File: src/rtl/fetch_pkg.sv
// Shared widths, the fetch word size and the buffered-instruction record
// used by the fetch stage and its instruction FIFO.
package fetch_pkg;

   localparam int FETCH_WORD_BYTES = 4;
   localparam int XLEN             = 32;
   localparam int ILEN             = 32;

   typedef struct packed {
      logic [XLEN-1:0] pc;
      logic [ILEN-1:0] data;
   } fifo_entry_t;

   function automatic logic [XLEN-1:0] word_align(input logic [XLEN-1:0] a);
      return {a[XLEN-1:2], 2'b00};
   endfunction

endpackage

File: src/rtl/sync_fifo.sv
// Flop-based FIFO: head is read straight from storage registers, push lands next cycle.
// No internal backpressure: caller must not push when full unless it pops; flush beats push.
module sync_fifo #(
   parameter int WIDTH = 64,
   parameter int DEPTH = 4
) (
   input  logic                         clk,
   input  logic                         rst,
   input  logic                         push,
   input  logic [WIDTH-1:0]             push_data,
   input  logic                         pop,
   input  logic                         flush,
   output logic                         full,
   output logic                         empty,
   output logic [$clog2(DEPTH+1)-1:0]   count,
   output logic [WIDTH-1:0]             head
);

   localparam int PW = $clog2(DEPTH);
   localparam int CW = $clog2(DEPTH+1);

   logic [WIDTH-1:0] mem_q [DEPTH];
   logic [PW-1:0]    rd_q;
   logic [PW-1:0]    wr_q;
   logic [CW-1:0]    cnt_q;
   logic             do_pop;
   logic             do_push;

   assign do_pop  = pop && !empty;
   // A pop frees the head slot in the same edge, so push-while-full is fine then.
   assign do_push = push && (!full || do_pop);

   always_ff @(posedge clk or posedge rst) begin
      if (rst) begin
         rd_q  <= '0;
         wr_q  <= '0;
         cnt_q <= '0;
         for (int i = 0; i < DEPTH; i++) begin
            mem_q[i] <= '0;
         end
      end else if (flush) begin
         rd_q  <= '0;
         wr_q  <= '0;
         cnt_q <= '0;
      end else begin
         if (do_push) begin
            mem_q[wr_q] <= push_data;
            wr_q        <= wr_q + PW'(1);
         end
         if (do_pop) begin
            rd_q <= rd_q + PW'(1);
         end
         cnt_q <= cnt_q + CW'(do_push) - CW'(do_pop);
      end
   end

   assign count = cnt_q;
   assign full  = (cnt_q == CW'(DEPTH));
   assign empty = (cnt_q == '0);
   assign head  = mem_q[rd_q];

endmodule

File: src/rtl/instr_fetch_unit.sv
// Decoupled fetch: credit-limited word reads, responses buffered with PCs; response->instr_valid 1 cycle.
// Requests stop once buffered + outstanding reaches DEPTH; redirect flushes and drops in-flight words.
module instr_fetch_unit
   import fetch_pkg::*;
#(
   parameter int          DEPTH      = 4,
   parameter logic [31:0] ENTRY_ADDR = 32'h0
) (
   input  logic        clk,
   input  logic        rst,
   output logic        mem_req_valid,
   input  logic        mem_req_ready,
   output logic [31:0] mem_req_addr,
   input  logic        mem_rsp_valid,
   input  logic [31:0] mem_rsp_data,
   output logic        instr_valid,
   input  logic        instr_ready,
   output logic [31:0] instr_data,
   output logic [31:0] instr_pc,
   input  logic        redirect_valid,
   input  logic [31:0] redirect_pc
);

   localparam int            CW      = $clog2(DEPTH+1);
   localparam logic [CW:0]   CREDITS = (CW+1)'(DEPTH);

   logic [XLEN-1:0] fetch_pc_q, fetch_pc_d;
   logic [XLEN-1:0] rsp_pc_q,   rsp_pc_d;
   logic [CW-1:0]   outst_q,    outst_d;
   logic [CW-1:0]   drop_q,     drop_d;

   logic            req_fire;
   logic            fifo_push;
   logic            fifo_pop;
   logic            fifo_full;
   logic            fifo_empty;
   logic [CW-1:0]   fifo_count;
   fifo_entry_t     fifo_head;
   fifo_entry_t     push_entry;

   assign mem_req_valid = !rst && (({1'b0, fifo_count} + {1'b0, outst_q}) < CREDITS);
   assign mem_req_addr  = fetch_pc_q;
   assign req_fire      = mem_req_valid && mem_req_ready;

   assign instr_valid   = !fifo_empty;
   assign instr_data    = instr_valid ? fifo_head.data : '0;
   assign instr_pc      = instr_valid ? fifo_head.pc   : '0;
   assign fifo_pop      = instr_valid && instr_ready;

   assign outst_d       = outst_q + CW'(req_fire) - CW'(mem_rsp_valid);
   assign push_entry    = '{pc: rsp_pc_q, data: mem_rsp_data};

   always_comb begin
      fetch_pc_d = fetch_pc_q;
      rsp_pc_d   = rsp_pc_q;
      drop_d     = drop_q;
      fifo_push  = 1'b0;
      if (redirect_valid) begin
         // Everything still in flight after this edge belongs to the old path.
         fetch_pc_d = word_align(redirect_pc);
         rsp_pc_d   = word_align(redirect_pc);
         drop_d     = outst_d;
      end else begin
         if (req_fire) begin
            fetch_pc_d = fetch_pc_q + XLEN'(FETCH_WORD_BYTES);
         end
         if (mem_rsp_valid) begin
            if (drop_q != '0) begin
               drop_d = drop_q - CW'(1);
            end else begin
               fifo_push = 1'b1;
               rsp_pc_d  = rsp_pc_q + XLEN'(FETCH_WORD_BYTES);
            end
         end
      end
   end

   always_ff @(posedge clk or posedge rst) begin
      if (rst) begin
         fetch_pc_q <= ENTRY_ADDR;
         rsp_pc_q   <= ENTRY_ADDR;
         outst_q    <= '0;
         drop_q     <= '0;
      end else begin
         fetch_pc_q <= fetch_pc_d;
         rsp_pc_q   <= rsp_pc_d;
         outst_q    <= outst_d;
         drop_q     <= drop_d;
      end
   end

   sync_fifo #(
      .WIDTH ($bits(fifo_entry_t)),
      .DEPTH (DEPTH)
   ) u_fifo (
      .clk       (clk),
      .rst       (rst),
      .push      (fifo_push),
      .push_data (push_entry),
      .pop       (fifo_pop),
      .flush     (redirect_valid),
      .full      (fifo_full),
      .empty     (fifo_empty),
      .count     (fifo_count),
      .head      (fifo_head)
   );

   a_no_overflow:  assert property (@(posedge clk) disable iff (rst) !(fifo_push && fifo_full));
   a_no_underflow: assert property (@(posedge clk) disable iff (rst) !(mem_rsp_valid && outst_q == '0));

endmodule

File: config.mk
export PLATFORM = sky130hd
export DESIGN_NAME = instr_fetch_unit
export DESIGN_NICKNAME = d
export VERILOG_FILES = /design/src/rtl/fetch_pkg.sv /design/src/rtl/sync_fifo.sv /design/src/rtl/instr_fetch_unit.sv
export SDC_FILE = /design/constraint.sdc
export NUM_CORES = 1
export LEC_CHECK = 0
export ABC_AREA = 1
export BUFFER_PORTS_ARGS = -buffer_cell sky130_fd_sc_hd__buf_4
export CELL_PAD_IN_SITES_DETAIL_PLACEMENT = 2
export CELL_PAD_IN_SITES_GLOBAL_PLACEMENT = 2
export CORE_MARGIN = 5
export CORE_UTILIZATION = 39
export CTS_CLUSTER_DIAMETER = 150
export DETAILED_ROUTE_END_ITERATION = 6
export HOLD_SLACK_MARGIN = 0.02
export PLACE_DENSITY_LB_ADDON = 0.1
export SYNTH_ARGS = -nofsm -noshare
export SYNTH_HDL_FRONTEND = slang
export SYNTH_SLANG_ARGS = --single-unit
File: constraint.sdc
create_clock -name clk -period 17.1 [get_ports clk]
set_clock_uncertainty 0.05 [all_clocks]
set_input_delay 3.42 -clock clk [delete_from_list [all_inputs] [get_ports clk]]
set_output_delay 3.42 -clock clk [all_outputs]
set_load 0.01 [all_outputs]
### Word-level counts from Yosys, hierarchy flattened

Index checks and enable logic that the tools add are counted.

* input port bits: 70
* output and inout bits: 98
* register bits: 333

* muxes and demuxes: 24
* reduce and logical (&&, ||, !) cells: 20
* magnitude comparators: 4
* bitwise logic cells: 3
* equality and inequality tests: 2
* $add $sub $neg: 10

Operators with widths (number)
* bitwise mux 256 bit: 1
* 2-to-1 mux 32 bit: 7
* 2-to-1 mux 64 bit: 3
* binary-select mux 64 bit (select 2 bit): 1
* demux 64 bit (select 2 bit): 1
* adder 32 x 3 -> 32 bit, second input constant: 2
* 2-to-1 mux 3 bit: 4
* nonzero test 2 bit: 5
* 2-to-1 mux 2 bit: 4
* adder 3 x 1 -> 3 bit: 2
* >= comparator 3 bit, second input constant: 2
* logical AND 1 bit: 6
* inverter 2 -> 3 bit: 2
* AND reduction 2 bit: 3
* subtractor 3 x 1 -> 3 bit: 2
* adder 2 x 1 -> 2 bit, second input constant: 2
* adder 3 x 3 -> 4 bit: 1
* < comparator 4 x 3 -> 1 bit, second input constant: 1
* == test 3 bit, second input constant: 1
* logical NOT 1 bit: 3
* logical NOT 3 bit: 1
* < comparator 3 x 1 -> 1 bit, second input constant: 1
* 2-to-1 mux 1 bit: 3
* nonzero test 3 bit: 1
* 4 further kinds: 4

### Logic depth before layout (Yosys ltp)

Gate-level depths: netlist of the first run.

* depth in word-level cells: 9
* gate-level depth with buffers: 14
* mapped depth without buffers: 14

### Cells and area by module

Synthesis of the first run repeated with hierarchy kept, for this count alone.

* cells, all modules: 2402
* area total of the unflattened synthesis: 17311.6 µm²

By module, submodules not included
* sync_fifo: instances 1, cells an instance 1500, area an instance 11951.5 µm²
* instr_fetch_unit: instances 1, cells an instance 902, area an instance 5360.1 µm²

### Worst setup path after synthesis of the first run

No wires, ideal clock.

* path type: input port to output port
* start: in rst
* end: out mem_req_valid
* arrival: 3.712 ns
* path buffers: 0
* stages on the path: 2
* setup slack: 9.918 ns
* cell sequence: nor2_1 and3_1

* word-level cells in the longest chain between the ends: 2

RTL lines
* start, declared: line instr_fetch_unit.sv:10 `input logic rst,`
* logical NOT 1 bit (no source line)
* logical AND 1 bit: line instr_fetch_unit.sv:41 `assign mem_req_valid = !rst && (({1'b0, fifo_count} + {1'b0, outst_q}) < CREDITS);`
* end, declared: line instr_fetch_unit.sv:11 `output logic mem_req_valid,`

No other way between the ends.

### Worst setup path in the final report of the first run

Ends and elaborated chain as after synthesis.

==> out/results.ini, run 1 <==
[outcome]
status = completed

[global_route]
antenna_found_initial = 0
use_met3_pct = 3.33
grt_usage_pct = 23.3
grt_pass1_wl_mm = 87.4
top_usage_layer = met2
grtUsageMet2_pct = 41.1
grt_pass1_vias = 15800
grt_remaining_overflow = 0
met1_usage_pct = 30.1
grt_max_degree = 126

[critical_path]
slowest_delay_ns = 0.24
crit_chain = buf_4 > nor2_1 > and3_1 > buf_4
crit_fanout = 3
crit_required_ns = 13.63
crit_top_cell = buf_4
cp_slowest_cell = and3_1
crit_type = input port to primary output
critical_path_buf_inv_count = 2
crit_path_start_kind = input port
cpLargestDelayFamily = simple AND/OR/NAND/NOR gates
critical_path_arrival_ns = 4.05
crit_path_end_kind = primary output

[synthesis]
synth_top_family_by_area = compound AO/OA/AOI/OAI gates
yosys.cell_types.count = 41
synth_simple_gate_area_share_pct = 15.7
ys.flop_type = dfrtp_1
synth-compound-area-share_pct = 17.8
synth-seq-cells = 321
yosysMostFrequentCell = nand2_1
synth_area_mm2 = 0.0163
synth_top_cell_area_share_pct = 49.4
yosys-top-cells-count = nand2_1, dfrtp_1, o21ai_0
avgSynthCellArea_um2 = 8.39
synthMuxAreaShare_pct = 5.17
synth_edf_count = 0
synth_area_leader_cell = dfrtp_1
synth_xor_area_share_pct = 1.61
synth_fa_ha_area_share_pct = 1.32
ys_warn_count = 0
seq_area_frac_synth_pct = 49.4
synth_cells = 1941
ys_top_cells_by_area = dfrtp_1, nand2_1, o21ai_0
synthArstFlopShare_pct = 100

[floorplanning]
rows = 74
start_util_pct = 39.7
die_h_um = 214
core_region_area_mm2 = 0.0410
io_pins = 168
fp.dieW_um = 214
dieArea_mm2 = 0.0459

[finish]
nFillCells = 4568
final_core_util_pct = 46.3
multi_input_area_mm2 = 0.00679
stdcell_count = 2601
insertedDiodeCount = 0
regArea_mm2 = 0.00804
fin_nets = 2128
syn2layout_area_growth_pct = 16.6
drive_gt1_share_pct = 15.9

[cts]
clk_pin_slew_worst_paths_ns = 0.05
clk_path_buf_depth = 3
cts_buffers = 39
insertion_delay_ns = 0.56
clkSinkCount = 321
cts_resized = 0
postCtsSetupBuffers = 0
h-tree-depth = 2
cts_hold_buf = 0
cts_tree = yes
root_buffer = clkbuf_16

[timing]
hold_viol = 0
setup_viol = 0
fin_crit_ns = 7.52
grt_setup_unrepaired = false
fin_ws_ns = 9.58
max_freq_ghz = 0.133
slew_headroom_pct = 25.0
slew_violations = 0
worst_pin_slew_ns = 1.12
whs_ns = 0.433
period_share_pct = 44.0
fin_tns_setup_ns = 0

[routing]
wl_mm = 54.3
drc = 0
antenna_left = 0
vias = 14100
via_per_inst = 5.41
drt-wirelength-per-cell_um = 20.9
first_pass_iters = 4
drtIter0Drc = 773

[power]
p_per_area_mw_per_mm2 = 147
p_clk_share_pct = 30.2
seq_power_share_pct = 38.1
power.internal_mw = 1.79
ir_drop_mv = 0.0952
swShare_pct = 36.0
p_comb_share_pct = 31.7
switchingPower_mw = 1.01
p_leak_nw = 8.88

[placed_design]
dp_cells = 2533
hpwl_mm = 35.4
port_buffers = 161
dpl_worst_slack_ns = 9.58
gp_congestion = 0.797

[worst_hold_path]
min_path_type = register to register

[flow_run]
maxCapViolations = 0

[power groups by stage]
stage	combinational, mW	sequential, mW	clock, mW
final	0.885	1.06	0.845
after global routing	0.981	1.09	0.899
after CTS	0.902	1.07	0.869
after detailed placement	0.891	1.07	0
after global placement	0.852	1.06	0
after floorplan	0.539	1.02	0
[sequential cells by signal, summed over array words and instances, names as in the netlist]
register and cells:
rsp_pc_q 30, u_fifo.wr_q 2, u_fifo.rd_q 2, mem_req_addr 30, drop_q 3, u_fifo.count 3, outst_q 3, u_fifo.mem_q 248
[worst register-to-register path, stage by stage, from the launching register on]
cell,delay [ns]
dfrtp_1,0.38
inv_1,0.10
ha_1,0.22
nand3_4,0.11
nor2_4,0.54
nand2_4,0.31
nor2_4,0.91
buf_4,0.76
mux2_2,0.49
[final timing paths]
kind	endpoint	slack, ns	start	depth (start not counted)
setup / recovery	mem_req_valid	9.58	rst	4
hold / removal	u_fifo.mem_q[52]	0.43	u_fifo.mem_q[52]	1
min in group asynchronous	u_fifo.count[0]	2.94	rst	2
max in group asynchronous	u_fifo.mem_q[89]	12.33	rst	3
setup reg to reg	u_fifo.mem_q[214]	13.10	drop_q[0]	8
hold reg to reg	u_fifo.mem_q[52]	0.43	u_fifo.mem_q[52]	1
[layout make-up]
| cell class | count | area share [%] |
|---|---|---|
| clock inverters | 9 | 0.580 |
| multi-input cells | 1275 | 35.8 |
| inverters | 230 | 4.59 |
| repair buffers | 175 | 6.92 |
| well taps | 532 | 3.51 |
| clock buffers | 59 | 6.28 |
| flip-flops and latches | 321 | 42.4 |
[through the flow]
stage | area (um^2) | power, mW
3_5_place_dp | 17700 | 1.97
3_3_place_gp | 17700 | 1.91
4_1_cts | 19000 | 2.84
6_report | 19000 | 2.80
5_1_grt | 19000 | 2.97
2_1_floorplan | 16300 | 1.56
[metal layers]
metal | wire length [um] | part of all wire (%) | vias to the layer above
li1 | - | - | 6517
met1 | 24100 | 44 | 7272
met2 | 27200 | 50 | 205
met3 | 1720 | 3.2 | 81
met4 | 1290 | 2.4 | 0
met5 | 0 | 0 | -
[cells in the final DEF, fill, tap and decap left out, drive strengths merged, types with 14 or more instances in the layout]
| cell type | count |
|---|---|
| ha | 14 |
| o21ai | 258 |
| nor2 | 82 |
| clkbuf | 59 |
| o211ai | 51 |
| inv | 229 |
| xor2 | 18 |
| nand3 | 62 |
| o21a | 44 |
| dfrtp | 321 |
| nand2 | 463 |
| a21oi | 167 |
| mux2 | 72 |
| buf | 175 |
[cells by family (layout without fill, tap and decap cells)]
group / Yosys count / count (layout)
AND/OR/NAND/NOR: 626 / 626
AO/OA/AOI/OAI: 527 / 527
buffers and inverters: 348 / 473
flip-flops: 321 / 321
multiplexers: 72 / 72
XOR/XNOR: 30 / 30
adder cells (fa/ha/maj): 16 / 16
other: 1 / 4
(Power assumes the default switching activity.)
==> run 2, diff against run 1 <==
ABC_AREA = 0   (was 1)
CORE_UTILIZATION = 37   (was 39)
clock period = 6.31 ns   (was 17.1 ns; I/O delays follow)
==> run 2 against run 1 <==
  * First-iteration DRC count decreased by 39%
  * Design area decreased by 2.5%
  * Count of clock-buffer cells in the layout increased by 1
  * Register-to-register slack got worse by 10 ns
  * Synthesized area decreased by 3.8%
  * Setup slack got worse by 7.4 ns
  * Critical path type is now register to primary output
  * Combinational power increased to 2.5 times the previous value
  * Critical path depth unchanged
  * Global-route usage decreased by 4.8 points
  * Wire length decreased by 22%
  * Non-clock buffer count increased by 3
==> out/results.ini, run 2 <==
[critical_path]
r2r_slack_ns = 2.87  ; was 13.10 ns
crit_fanout = 33  ; was 3
crit_required_ns = 5.00  ; was 13.63 ns
critical_path_arrival_ns = 2.85  ; was 4.05 ns
crit_path_start_kind = register  ; was input port
crit_path_end_kind = primary output  ; unchanged
crit_type = register to primary output  ; was input port to primary output

[global_route]
grt_max_degree = 185  ; was 126
grt_pass1_wl_mm = 69.3  ; was 87.4 mm
grt_pass1_vias = 11700  ; was 15800
grt_usage_pct = 18.5  ; was 23.3%
antenna_found_initial = 0  ; unchanged
grt_remaining_overflow = 0  ; unchanged

[timing]
grt_setup_unrepaired = false  ; unchanged
max_freq_ghz = 0.240
fin_tns_setup_ns = 0  ; unchanged
worst_pin_slew_ns = 1.09  ; was 1.12 ns
whs_ns = 0.451  ; was 0.433 ns
period_share_pct = 65.9
fin_ws_ns = 2.15  ; was 9.58 ns
slew_violations = 0  ; unchanged
hold_viol = 0  ; unchanged
fin_crit_ns = 4.16
slew_headroom_pct = 27.4  ; was 25.0%
setup_viol = 0  ; unchanged

[synthesis]
synth_simple_gate_area_share_pct = 10.6  ; was 15.7%
synth_edf_count = 0  ; unchanged
synth_cells = 1179  ; was 1941
ys_warn_count = 0  ; unchanged
ys_top_cells_by_area = dfrtp_1, mux2_2, mux4_2  ; was dfrtp_1, nand2_1, o21ai_0
synth_area_mm2 = 0.0157  ; was 0.0163 mm^2
synth_area_leader_cell = dfrtp_1  ; unchanged
avgSynthCellArea_um2 = 13.3  ; was 8.39 um^2
synth_top_family_by_area = multiplexers  ; was compound AO/OA/AOI/OAI gates
synth-seq-cells = 321  ; unchanged
synth_xor_area_share_pct = 1.12  ; was 1.61%
seq_area_frac_synth_pct = 51.3  ; was 49.4%
synthArstFlopShare_pct = 100  ; unchanged
ys.flop_type = dfrtp_1  ; unchanged
synth_top_cell_area_share_pct = 51.3  ; was 49.4%
yosysMostFrequentCell = dfrtp_1  ; was nand2_1
synth_fa_ha_area_share_pct = 1.37  ; was 1.32%
synth-compound-area-share_pct = 4.55  ; was 17.8%
yosys-top-cells-count = dfrtp_1, mux2_2, and2_1  ; was nand2_1, dfrtp_1, o21ai_0
yosys.cell_types.count = 55  ; was 41
synthMuxAreaShare_pct = 27.5  ; was 5.17%

[power]
p_leak_nw = 8.27  ; was 8.88 nW
ir_drop_mv = 0.144  ; was 0.0952 mV
p_per_area_mw_per_mm2 = 397  ; was 147 mW/mm^2
power_mw = 7.34  ; was 2.80 mW

[cts]
cts_buffers = 40  ; was 39
cts_resized = 0  ; unchanged
clk_path_buf_depth = 3  ; unchanged
clkSinkCount = 321  ; unchanged
postCtsSetupBuffers = 0  ; unchanged
cts_hold_buf = 0  ; unchanged
root_buffer = clkbuf_16  ; unchanged
h-tree-depth = 2  ; unchanged
clk_pin_slew_worst_paths_ns = 0.05  ; about the same
cts_tree = yes  ; unchanged
insertion_delay_ns = 0.54  ; was 0.56 ns

[outcome]
status = completed  ; unchanged

[placed_design]
dpl_worst_slack_ns = 2.10  ; was 9.58 ns
hpwl_mm = 27.4  ; was 35.4 mm
place_area_mm2 = 0.0173  ; was 0.0177 mm^2
gp_congestion = 0.729  ; was 0.797
port_buffers = 161  ; unchanged

[routing]
drt-wirelength-per-cell_um = 22.7  ; was 20.9 um
drtIter0Drc = 473  ; was 773
via_per_inst = 5.48  ; was 5.41
first_pass_iters = 4  ; unchanged
drc = 0  ; unchanged
vias = 10300  ; was 14100
antenna_left = 0  ; unchanged
wl_mm = 42.6  ; was 54.3 mm

[floorplanning]
dieArea_mm2 = 0.0465  ; was 0.0459 mm^2
start_util_pct = 37.3  ; was 39.7%
core_region_area_mm2 = 0.0419  ; was 0.0410 mm^2
die_h_um = 216  ; was 214 um
io_pins = 168  ; unchanged
rows = 75  ; was 74
fp.dieW_um = 216  ; was 214 um

[finish]
largest_register_ffs = 248  ; unchanged
nFillCells = 4189  ; was 4568
final_common_cell = dfrtp_1  ; was nand2_1
syn2layout_area_growth_pct = 18.2  ; was 16.6%
insertedDiodeCount = 0  ; unchanged
regMostFlops = u_fifo.mem_q  ; unchanged
mostFrequentLayoutCells = dfrtp_1, mux2_2, buf_4, and2_1, mux4_2  ; was nand2_1, dfrtp_1, o21ai_0, inv_1, buf_4
fin_nets = 1398  ; was 2128
finalInstanceArea_mm2 = 0.0185  ; was 0.0190 mm^2
drive_gt1_share_pct = 42.5  ; was 15.9%

[flow_run]
maxCapViolations = 0  ; unchanged

[worst_hold_path]
min_path_type = register to register  ; unchanged

[run 2: cell types whose count changed after synthesis, moves of 18 or more]
cell / previous run / this run
inv_1: 225 / 22
o21ai_0: 240 / 15
nand3_1: 61 / 17
o211ai_1: 51 / 0
nand4_1: 7 / 27
nor2_1: 73 / 39
nand2_1: 459 / 26
a211oi_1: 0 / 21
mux4_2: 0 / 62
and2_1: 1 / 71
o21ai_1: 18 / 0
mux2_2: 64 / 256
o21a_1: 44 / 0
a21oi_1: 167 / 9
[run 2: metrics by stage]
step	utilization, %	std cells
after floorplan	-	1182
after global placement	41.1	1809
after detailed placement	41.1	1809
after CTS	44.1	1877
after global routing	44.1	1877
final	44.1	1877
[run 2: per-layer routing]
layer  wire, um  GRT usage [%]
met5          0              0
met4        684           4.46
met3       1480           2.98
met2      21000           31.2
met1      19500           25.3
[run 2: cells by family (layout without fill, tap and decap cells)]
family                   count (synthesis)  in the layout
AND/OR/NAND/NOR                        287            287
XOR/XNOR                                20             20
buffers and inverters                  113            269
adder cells (fa/ha/maj)                 16             16
other                                    1              4
flip-flops                             321            321
multiplexers                           320            320
AO/OA/AOI/OAI                          101            101
[run 2: area by class of cell]
class,count,area [um^2],share of cell area [%]
clock inverter,8,67.6,0.365
sequential,321,8040,43.4
clock buffer,60,1190,6.42
timing repair buffer,178,1360,7.36
tap,539,674,3.64
multi-input combinational,748,7090,38.3
inverter,23,90.1,0.487
[run 2: worst max-delay path, cell delays in order, from the launching register on]
cell	delay, ns
dfrtp_2	0.97
buf_4	0.58
mux4_2	0.42
and2_1	0.18
buf_4	0.14
[run 2: path summary, 6_finish.rpt]
| kind | start | to | cells after the start |
|---|---|---|---|
| max in group asynchronous | rst | u_fifo.rd_q[0] | 3 |
| min in group asynchronous | rst | outst_q[2] | 3 |
| worst max-delay path | u_fifo.rd_q[1] | instr_pc[8] | 4 |
| worst max register to register | drop_q[0] | u_fifo.mem_q[195] | 7 |
| worst min-delay path | u_fifo.mem_q[191] | u_fifo.mem_q[191] | 1 |
| worst min register to register | u_fifo.mem_q[191] | u_fifo.mem_q[191] | 1 |
[run 2: where the power goes]
part / internal, mW / total, mW / switching, mW
sequential: 2.53 / 2.91 / 0.379
combinational: 1.29 / 2.22 / 0.936
clock: 1.33 / 2.21 / 0.878
total: 5.15 / 7.34 / 2.19
